File: src/rtl/mem_arbiter.sv
// mem_arbiter: shares one single-port synchronous memory between the
// instruction-fetch port (read-only) and the data port (loads/stores).
// One transaction at a time runs through IDLE -> CMD -> WAIT -> RESP.
// Data normally wins arbitration; a starvation counter forces fetch to win
// after STARVE_LIMIT consecutive losses. if_flush drops an in-flight fetch.
//
// Ports:
//   clk, reset (sync, active-low)
//   if_req/if_addr -> if_ready, if_flush, if_rvalid/if_rdata
//   d_req/d_we/d_addr/d_wdata/d_wstrb -> d_ready, d_done/d_rdata
//   mem_en/mem_we/mem_addr/mem_wdata/mem_wstrb -> memory, mem_rdata <- memory
//   busy: high in every state except IDLE
module mem_arbiter #(
  parameter int unsigned ADDR_WIDTH   = 32,
  parameter int unsigned DATA_WIDTH   = 32,
  parameter int unsigned MEM_LATENCY  = 2,
  parameter int unsigned STARVE_LIMIT = 4
) (
  input  logic                    clk,
  input  logic                    reset,
  input  logic                    if_req,
  input  logic [ADDR_WIDTH-1:0]   if_addr,
  output logic                    if_ready,
  input  logic                    if_flush,
  output logic                    if_rvalid,
  output logic [DATA_WIDTH-1:0]   if_rdata,
  input  logic                    d_req,
  input  logic                    d_we,
  input  logic [ADDR_WIDTH-1:0]   d_addr,
  input  logic [DATA_WIDTH-1:0]   d_wdata,
  input  logic [DATA_WIDTH/8-1:0] d_wstrb,
  output logic                    d_ready,
  output logic                    d_done,
  output logic [DATA_WIDTH-1:0]   d_rdata,
  output logic                    mem_en,
  output logic                    mem_we,
  output logic [ADDR_WIDTH-1:0]   mem_addr,
  output logic [DATA_WIDTH-1:0]   mem_wdata,
  output logic [DATA_WIDTH/8-1:0] mem_wstrb,
  input  logic [DATA_WIDTH-1:0]   mem_rdata,
  output logic                    busy
);

  localparam int unsigned STRB_WIDTH = DATA_WIDTH / 8;
  localparam int unsigned CNT_WIDTH  = 4;

  typedef enum logic [1:0] {S_IDLE, S_CMD, S_WAIT, S_RESP} state_t;

  state_t                 state;
  state_t                 state_nxt;
  logic                   owner_if;
  logic                   dropped;
  logic [CNT_WIDTH-1:0]   lat_cnt;
  logic [CNT_WIDTH-1:0]   starve_cnt;
  logic [DATA_WIDTH-1:0]  resp_q;
  logic [DATA_WIDTH-1:0]  if_rdata_q;
  logic                   grant_if;
  logic                   grant_d;
  logic                   flush_hit;
  logic                   if_deliver;

  // State register
  always_ff @(posedge clk) begin
    if (!reset) state <= S_IDLE;
    else        state <= state_nxt;
  end

  // Next state and arbitration
  always_comb begin
    state_nxt = state;
    grant_if  = 1'b0;
    grant_d   = 1'b0;
    case (state)
      S_IDLE: begin
        if (reset) begin
          grant_d  = d_req && (!if_req || (starve_cnt != CNT_WIDTH'(STARVE_LIMIT)));
          grant_if = if_req && !grant_d;
        end
        if (grant_d || grant_if) state_nxt = S_CMD;
      end
      S_CMD:   state_nxt = S_WAIT;
      S_WAIT:  if (lat_cnt == '0) state_nxt = S_RESP;
      S_RESP:  state_nxt = S_IDLE;
      default: state_nxt = S_IDLE;
    endcase
  end

  assign if_ready = grant_if;
  assign d_ready  = grant_d;
  assign busy     = (state != S_IDLE);

  // A flush seen in the RESP cycle itself must still suppress the pulse, so
  // the fetch response is presented combinationally from the captured word.
  assign flush_hit  = owner_if && if_flush && (state != S_IDLE);
  assign if_deliver = (state == S_RESP) && owner_if && !dropped && !flush_hit;
  assign if_rvalid  = if_deliver;
  assign if_rdata   = if_deliver ? resp_q : if_rdata_q;

  // Command latch, latency counter, responses and starvation tracking
  always_ff @(posedge clk) begin
    if (!reset) begin
      owner_if   <= 1'b0;
      dropped    <= 1'b0;
      lat_cnt    <= '0;
      starve_cnt <= '0;
      resp_q     <= '0;
      if_rdata_q <= '0;
      d_rdata    <= '0;
      d_done     <= 1'b0;
      mem_en     <= 1'b0;
      mem_we     <= 1'b0;
      mem_addr   <= '0;
      mem_wdata  <= '0;
      mem_wstrb  <= '0;
    end else begin
      mem_en <= 1'b0;
      d_done <= 1'b0;

      if (grant_if || grant_d) begin
        owner_if  <= grant_if;
        dropped   <= 1'b0;
        mem_en    <= 1'b1;
        mem_we    <= grant_d && d_we;
        mem_addr  <= grant_if ? if_addr : d_addr;
        mem_wdata <= grant_d ? d_wdata : '0;
        mem_wstrb <= grant_d ? d_wstrb : STRB_WIDTH'(0);
      end else if (flush_hit) begin
        dropped <= 1'b1;
      end

      if (state == S_CMD) begin
        lat_cnt <= CNT_WIDTH'(MEM_LATENCY - 1);
      end else if ((state == S_WAIT) && (lat_cnt != '0)) begin
        lat_cnt <= lat_cnt - CNT_WIDTH'(1);
      end

      // Capture edge: memory word is valid exactly MEM_LATENCY cycles after mem_en
      if ((state == S_WAIT) && (lat_cnt == '0)) begin
        if (owner_if) begin
          resp_q <= mem_rdata;
        end else begin
          d_done <= 1'b1;
          if (!mem_we) d_rdata <= mem_rdata;
        end
      end

      if (if_deliver) if_rdata_q <= resp_q;

      if (state == S_IDLE) begin
        if (grant_if || !if_req) begin
          starve_cnt <= '0;
        end else if (grant_d && (starve_cnt != CNT_WIDTH'(STARVE_LIMIT))) begin
          starve_cnt <= starve_cnt + CNT_WIDTH'(1);
        end
      end
    end
  end

endmodule
File: config.mk
export PLATFORM = sky130hd
export DESIGN_NAME = mem_arbiter
export DESIGN_NICKNAME = d
export VERILOG_FILES = /design/src/rtl/mem_arbiter.sv
export SDC_FILE = /design/constraint.sdc
export NUM_CORES = 1
export LEC_CHECK = 0
export ABC_AREA = 1
export CORE_ASPECT_RATIO = 0.75
export CORE_MARGIN = 4
export CORE_UTILIZATION = 40
export CTS_BUF_LIST = sky130_fd_sc_hd__clkbuf_16
export CTS_CLUSTER_SIZE = 30
export DETAILED_ROUTE_END_ITERATION = 10
export MAX_ROUTING_LAYER = met4
export PLACE_DENSITY = 0.74
export SLEW_MARGIN = 5
export SYNTH_ARGS = -nofsm -noshare
export SYNTH_HDL_FRONTEND = slang
export SYNTH_SLANG_ARGS = --single-unit
File: constraint.sdc
create_clock -name clk -period 3.2 [get_ports clk]
set_input_delay 0.64 -clock clk [delete_from_list [all_inputs] [get_ports clk]]
set_output_delay 0.64 -clock clk [all_outputs]
set_load 0.01 [all_outputs]
==> reports/results.env, run 1 <==
NUM-FILL-CELLS=1607
SUM_OF_ROUTED_WIRE_LENGTH_OVER_ALL_LAYERS_UM=21900
TIMING_WORST_SETUP_PATH_TYPE='reg -> out'
ROUTED-VIA-COUNT=7190
OVERFLOW=0
CRITICAL_PATH_CELL_COUNT=10
INITIAL_UTILIZATION_PCT=41.2
POSTSYNTHAREAPERCELL_UM2=7.22
SLEW-LIMIT-HEADROOM_PCT=29.0
CLASS_OF_THE_TIGHTEST_HOLD_OR_REMOVAL_CHECK='reg -> reg'
SEQCELLAREA_MM2=0.00358
POST-SYNTH-TOP-AREA-CELL='sky130_fd_sc_hd__dfxtp_1'
CRITPATHMAXFANOUT=32
FIRST_GLOBAL_VIAS=6611
TIMING.CRITICAL_PATH.FROM_TYPE='register'
GRT_UTIL_ALL_LAYERS_PCT=21.1
GLOBAL_ROUTE_WIRE_LENGTH_BEFORE_REPAIR_UM=34000
FINALWEIGHTEDCONGESTION=0.827
LEAKAGE_uW=0.00533
FINAL.MIN_CLOCK_PERIOD_PS=3120
WORST_PATH_MAX_DELAY_CELL='sky130_fd_sc_hd__clkdlybuf4s50_1'
POWER_PER_CELL_AREA_mW_PER_MM2=655
FIN_NETS=1428
HOLDBUFCOUNTCTS=0
CORE_AREA_MM2=0.0179
ARRIVAL_PS=2480
RSZ0062_AT_GRT='true'
TRITONCTS_CLOCK_TREE='yes'
TIGHTESTPINTRANSITION_PS=1060
TRITONCTS_NUM_SINKS=179
SYNTH_CELL_TYPE_COUNT=24
PATH_COMMON_CELL='sky130_fd_sc_hd__inv_1'
SETUP.WORST_PATH.END_CLASS='output port'
GRT_MAX_DEGREE=66
SYNTH_FF_TYPE='sky130_fd_sc_hd__dfxtp_1'
TOTAL_POWER_uW=7180
REQUIRED_PS=2560
DIEHEIGHT_UM=125
IO_PINS=277
WORST-R2R-CELL-COUNT=7
DP.FINAL_HPWL_UM=15600
HTREE_NUM_LEVELS=4
FULL_DIE_AREA_MM2=0.0207
SYNTHESIS.NETS=1165
MULTI_INPUT_GATE_AREA_IN_THE_FINAL_LAYOUT_MM2=0.00284
HOLD_VIOL_FINAL=0
SYN_INST=1020
POST-SYNTH-TOP-AREA-FRACTION_PCT=48.7
DRIVE_ABOVE_1_SHARE_PCT=6.25
DRV_CAP=0
SYNTH-SEQ-CELLS=179
MAXSLEWVIOLCOUNT=0
CP_CELL_SEQUENCE='inv_1, ha_2, inv_2, nand3_1, nand4_1, buf_4, clkbuf_16, o21ai_0, inv_1, clkdlybuf4s50_1'
WL_PER_CELL_UM=14.2
CTS_BUFFERS=17
SYNTH-EDFF-COUNT=0
NUM_ROWS=42
CP.BUFFERS_INVERTERS=6
GRT_ANTENNA_BEFORE_REPAIR=0
IRDROPWORSTVDD_mV=0.335
PORT-BUFFER-COUNT=276
DRT_PRE_ANTENNA_ITERS=5
CLOCK_LATENCY_PS=420
ASYNC_SET_OR_RESET_REGISTER_RATIO_AFTER_SYNTHESIS_PCT=0
DIE_W_UM=165
CLKTRANSATPATHREGS_PS=70
CTS_ROOT_BUF='sky130_fd_sc_hd__clkbuf_16'
YOSYS_WARNINGS=0
PORTION_OF_THE_CLOCK_CYCLE_CONSUMED_BY_THE_WORST_PATH_IN_THE_FINAL_LAYOUT_PCT=97.6
SYNTH.AREA.TOP_CELLS='sky130_fd_sc_hd__dfxtp_1, sky130_fd_sc_hd__nand2_1, sky130_fd_sc_hd__inv_1'
YS_SEQ_AREA_SHARE_PCT=48.7
CRIT_FAMILY='buffers and inverters'
RUN_STATUS='finished clean'
DELAY_OF_THE_SLOWEST_CELL_ON_THE_WORST_PATH_PS=480
SETUP_VIOL=0
FIRST_ITER_VIOLATIONS=472
SKEW_PS=12.5
CLOCK.FMAX_MHz=320
HOLDPATHSTAGES=2
SYN_AREA_MM2=0.00736
FLOW.AREA_GROWTH_FROM_SYNTHESIS_PCT=49.0
TIMING.SETUP.TNS_PS=0
POST-ROUTE-DRC-COUNT=0
ANTENNA_VIOLATING_NETS_POST_ROUTE=0
NUMBER_OF_BUFFERS_ON_THE_LONGEST_CLOCK_PATH=2
AVG_VIAS_PER_CELL=4.67
[kinds of logic (layout without fill, tap and decap cells)]
group / count (synthesis) / in the layout / synth area share [%]
other: 0 / 1 / 0
DFF: 179 / 179 / 48.7
buffers and inverters: 217 / 493 / 12.9
and+or+nand+nor: 493 / 493 / 28.4
adders and majority gates: 7 / 7 / 1.19
xor gates and xnor gates: 2 / 2 / 0.238
AOI/OAI and AO/OA: 122 / 122 / 8.60
[per-stage QoR]
stage	cell area [um2]	cells	worst slack, ps	utilization (%)	hold slack (ps)
3_5_place_dp	10300	1503	185	57.7	438
6_report	11000	1539	77.2	61.4	449
3_3_place_gp	10300	1503	229	57.7	436
5_1_grt	11000	1538	-109	61.4	469
2_1_floorplan	7360	1020	1110	-	431
4_1_cts	10900	1535	84.8	60.9	454
[report_power, final]
group          switching [uW]  internal (uW)  total, uW
clock network             964           1030       2000
logic                    1320           1070       2390
registers                 202           2600       2800
[worst register-to-register path: cells and delay by family, from the launching register on]
family | cells | cell delay [ps]
flops | 1 | 330
simple gates | 2 | 340
compound gates | 1 | 180
buf+inv | 3 | 1290
fa+ha+maj | 1 | 200
[final cells by class]
| type | count | share of cell area, % |
|---|---|---|
| clock buffers | 17 | 3.88 |
| flip-flops and latches | 179 | 32.7 |
| repair buffers | 312 | 28.3 |
| multi-input cells | 624 | 25.9 |
| inverters | 149 | 5.11 |
| clock inverters | 15 | 1.32 |
| diodes | 1 | 0.0228 |
| well taps | 242 | 2.76 |
[path summary, 6_finish.rpt]
| kind | startpoint | end | slack (ps) |
|---|---|---|---|
| worst max-delay path | state[1] | if_rdata[7] | 80 |
| worst min-delay path | mem_wdata[30] | mem_wdata[30] | 450 |
| worst max register to register | state[1] | mem_addr[14] | 810 |
| worst min register to register | mem_wdata[30] | mem_wdata[30] | 450 |
[synthesized netlist by cell type (2+ instances only)]
master,number
sky130_fd_sc_hd__nand2_1,315
sky130_fd_sc_hd__ha_1,7
sky130_fd_sc_hd__o21ai_0,41
sky130_fd_sc_hd__nand3_1,104
sky130_fd_sc_hd__clkbuf_1,23
sky130_fd_sc_hd__buf_6,8
sky130_fd_sc_hd__xor2_1,2
sky130_fd_sc_hd__buf_2,26
sky130_fd_sc_hd__dfxtp_1,179
sky130_fd_sc_hd__inv_1,145
sky130_fd_sc_hd__a21oi_1,78
sky130_fd_sc_hd__nor2_1,33
sky130_fd_sc_hd__nor2_2,2
sky130_fd_sc_hd__nand4_1,35
sky130_fd_sc_hd__inv_2,4
sky130_fd_sc_hd__buf_4,10
[registers in the layout (all words and copies together) (netlist names)]
register,count
if_rdata_q,32
owner_if,1
mem_we,1
d_rdata,32
mem_wstrb,4
mem_addr,32
d_done,1
mem_wdata,32
starve_cnt,4
lat_cnt,4
resp_q,32
dropped,1
state,2
mem_en,1
[cells in the final DEF, fill, tap and decap left out]
cell type,synthesis,layout
sky130_fd_sc_hd__a21boi_0,1,1
sky130_fd_sc_hd__a21oi_1,78,78
sky130_fd_sc_hd__a21oi_2,1,1
sky130_fd_sc_hd__buf_12,0,1
sky130_fd_sc_hd__buf_4,10,34
sky130_fd_sc_hd__clkbuf_16,0,18
sky130_fd_sc_hd__clkdlybuf4s50_1,0,260
sky130_fd_sc_hd__clkinv_1,0,1
sky130_fd_sc_hd__clkinv_2,0,2
sky130_fd_sc_hd__clkinv_4,0,4
sky130_fd_sc_hd__clkinv_8,0,2
sky130_fd_sc_hd__clkinvlp_4,0,2
sky130_fd_sc_hd__dfxtp_1,179,179
sky130_fd_sc_hd__diode_2,0,1
sky130_fd_sc_hd__dlymetal6s2s_1,0,16
sky130_fd_sc_hd__ha_1,7,6
sky130_fd_sc_hd__ha_2,0,1
sky130_fd_sc_hd__inv_1,145,144
sky130_fd_sc_hd__inv_2,4,4
sky130_fd_sc_hd__inv_6,0,1
sky130_fd_sc_hd__inv_8,0,4
sky130_fd_sc_hd__nand2_1,315,315
sky130_fd_sc_hd__nand2_2,1,1
sky130_fd_sc_hd__nand3_1,104,104
sky130_fd_sc_hd__nand3_2,1,1
sky130_fd_sc_hd__nand4_1,35,35
sky130_fd_sc_hd__nand4_2,1,1
sky130_fd_sc_hd__nor2_1,33,33
sky130_fd_sc_hd__nor2_2,2,1
sky130_fd_sc_hd__nor2_4,0,1
sky130_fd_sc_hd__nor4_1,1,1
sky130_fd_sc_hd__o211ai_4,1,1
sky130_fd_sc_hd__o21ai_0,41,23
sky130_fd_sc_hd__o21ai_1,0,17
sky130_fd_sc_hd__o21ai_2,0,1
sky130_fd_sc_hd__xor2_1,2,2
[what timing repair did]
action	4_1_cts	5_1_grt
buffers inserted	0	2
resized for setup	0	36
setup endpoints to repair	0	32
[routing by layer]
layer  GRT usage [%]  up-vias  wire length (um)
li1                -     3713                 -
met1            28.3     3225             10000
met2            31.4      233              9820
met3            6.12       19              1710
met4            5.57        0               283
met5               -        -                 0
Note: power is estimated with default switching activity, not from simulation.
==> inputs of run 2 (changes only) <==
Settings changed: PLACE_DENSITY 0.74 to 0.73.
==> reports/results.env, run 2 (synthesis gave the netlist of run 1 again) <==
RUN_STATUS='finished clean'
FLOW.AREA_GROWTH_FROM_SYNTHESIS_PCT=49.4
GLOBAL_ROUTE_WIRE_LENGTH_BEFORE_REPAIR_UM=33600
SETUP.WORST_PATH.END_CLASS='output port'
PLACEDINSTANCEAREA_MM2=0.0102
FIN_WORST_HOLD_SLACK_PS=450
CTS_BUFFERS=17
FINALWEIGHTEDCONGESTION=0.830
GRT_ANTENNA_BEFORE_REPAIR=1
DIEHEIGHT_UM=125
CTS_ROOT_BUF='sky130_fd_sc_hd__clkbuf_16'
FIRST_GLOBAL_VIAS=6525
FINAL.MIN_CLOCK_PERIOD_PS=3110
GLOBALROUTEMET2UTIL_PCT=32.0
TOTAL_POWER_uW=7500
IO_PINS=277
PORT-BUFFER-COUNT=276
CRITPATHMAXFANOUT=16
FULL_DIE_AREA_MM2=0.0207
FINALCOREUTILIZATION_PCT=61.6
CLASS_OF_THE_TIGHTEST_HOLD_OR_REMOVAL_CHECK='reg -> reg'
TIMING_WORST_SETUP_PATH_TYPE='reg -> out'
FINAL_COMMON_CELL='sky130_fd_sc_hd__nand2_1'
INITIAL_UTILIZATION_PCT=41.2
WL_PER_CELL_UM=14.4
IRDROPWORSTVDD_mV=0.394
TRITONCTS_NUM_SINKS=179
DRV_CAP=0
GRT.BUSIEST_LAYER='met2'
SUM_OF_ROUTED_WIRE_LENGTH_OVER_ALL_LAYERS_UM=22000
FIN_NETS=1413
LEAKAGE_uW=0.00544
ROUTED-VIA-COUNT=7154
DRT_PRE_ANTENNA_ITERS=5
PORTION_OF_THE_CLOCK_CYCLE_CONSUMED_BY_THE_WORST_PATH_IN_THE_FINAL_LAYOUT_PCT=97.1
DIE_W_UM=165
FIRST_ITER_VIOLATIONS=396
REQUIRED_PS=2560
DP.FINAL_HPWL_UM=15400
TIMING.CRITICAL_PATH.FROM_TYPE='register'
MAXSLEWVIOLCOUNT=0
NUM-FILL-CELLS=1574
OVERFLOW=0
CORE_AREA_MM2=0.0179
AVG_VIAS_PER_CELL=4.69
NUM_ROWS=42
CLKTRANSATPATHREGS_PS=70
NUMBER_OF_BUFFERS_ON_THE_LONGEST_CLOCK_PATH=2
POWER_PER_CELL_AREA_mW_PER_MM2=682
HTREE_NUM_LEVELS=4
DRIVE_ABOVE_1_SHARE_PCT=5.54
POST-ROUTE-CELL-AREA_MM2=0.0110
HOLDBUFCOUNTCTS=0
RSZ0062_AT_GRT='true'
CLOCK_LATENCY_PS=440
TRITONCTS_CLOCK_TREE='yes'
POST-ROUTE-DRC-COUNT=0
SKEW_PS=22.5
TIGHTESTPINTRANSITION_PS=1040
ANTENNA_VIOLATING_NETS_POST_ROUTE=0
GRT_UTIL_ALL_LAYERS_PCT=20.8
GLOBAL_ROUTING_USAGE_ON_MET1_PCT=26.4
GRT_MAX_DEGREE=84
MOST-COMMON-LAYOUT-CELLS='sky130_fd_sc_hd__nand2_1, sky130_fd_sc_hd__clkdlybuf4s50_1, sky130_fd_sc_hd__dfxtp_1'
USE_MET3_PCT=6.78
SLEW-LIMIT-HEADROOM_PCT=30.5
ARRIVAL_PS=2470
CLOCK.FMAX_MHz=322
SETUP_VIOL=0
HOLD_VIOL_FINAL=0
run 2: changes by cell type in the layout (fill, tap and decap cells not counted), sizes merged, moves of 3 or more:
cell           previous run  this run
buf                      35        19
clkinv                    9         6
dlymetal6s2s             16        22
clkdlybuf4s50           260       254
bufinv                    0         3
run 2: area by class of cell:
type | count | area (um2) | share of cell area [%]
Antenna cell | 1 | 2.50 | 0.0227
Clock buffer | 17 | 425 | 3.87
Clock inverter | 15 | 235 | 2.14
Inverter | 149 | 561 | 5.10
Multi-Input combinational cell | 624 | 2850 | 25.9
Sequential cell | 179 | 3580 | 32.6
Tap cell | 242 | 303 | 2.75
Timing Repair Buffer | 297 | 3040 | 27.6
run 2: per-layer routing:
layer	share of wire [%]	wire, um
met1	44	9670
met2	46	10100
met3	8.4	1850
met4	1.4	306
met5	0	0
run 2: power breakdown:
| group | switching [uW] | internal (uW) |
|---|---|---|
| clock | 1020 | 1290 |
| combinational | 1310 | 1080 |
| sequential | 204 | 2600 |
run 2: worst max-delay path: stages, from the launching register on:
cell	delay, ps
sky130_fd_sc_hd__dfxtp_1	330
sky130_fd_sc_hd__inv_1	110
sky130_fd_sc_hd__ha_2	200
sky130_fd_sc_hd__inv_2	50
sky130_fd_sc_hd__nand3_1	80
sky130_fd_sc_hd__nand4_1	170
sky130_fd_sc_hd__buf_6	190
sky130_fd_sc_hd__buf_12	140
sky130_fd_sc_hd__o21ai_1	210
sky130_fd_sc_hd__inv_1	80
sky130_fd_sc_hd__clkdlybuf4s50_1	480
run 2: path summary, 6_finish.rpt:
path	cells past startpoint	start	slack [ps]	endpoint
worst min-delay path	2	mem_addr[5]	450	mem_addr[5]
worst max-delay path	10	state[0]	90	if_rdata[13]
worst min register to register	2	mem_addr[5]	450	mem_addr[5]
worst max register to register	7	state[0]	870	mem_addr[30]
run 2: through the flow:
step | TNS, ps | worst slack (ps) | instances
after floorplan | 0 | 1110 | 1020
after global placement | 0 | 222 | 1488
after detailed placement | 0 | 159 | 1488
after CTS | 0 | 56.7 | 1520
after global routing | -505 | -84.9 | 1524
final | 0 | 93.7 | 1524
run 2: repair_timing:
item	in CTS	in global routing
resized for setup	0	58
setup buffers	0	1
endpoints found under the setup margin	0	32
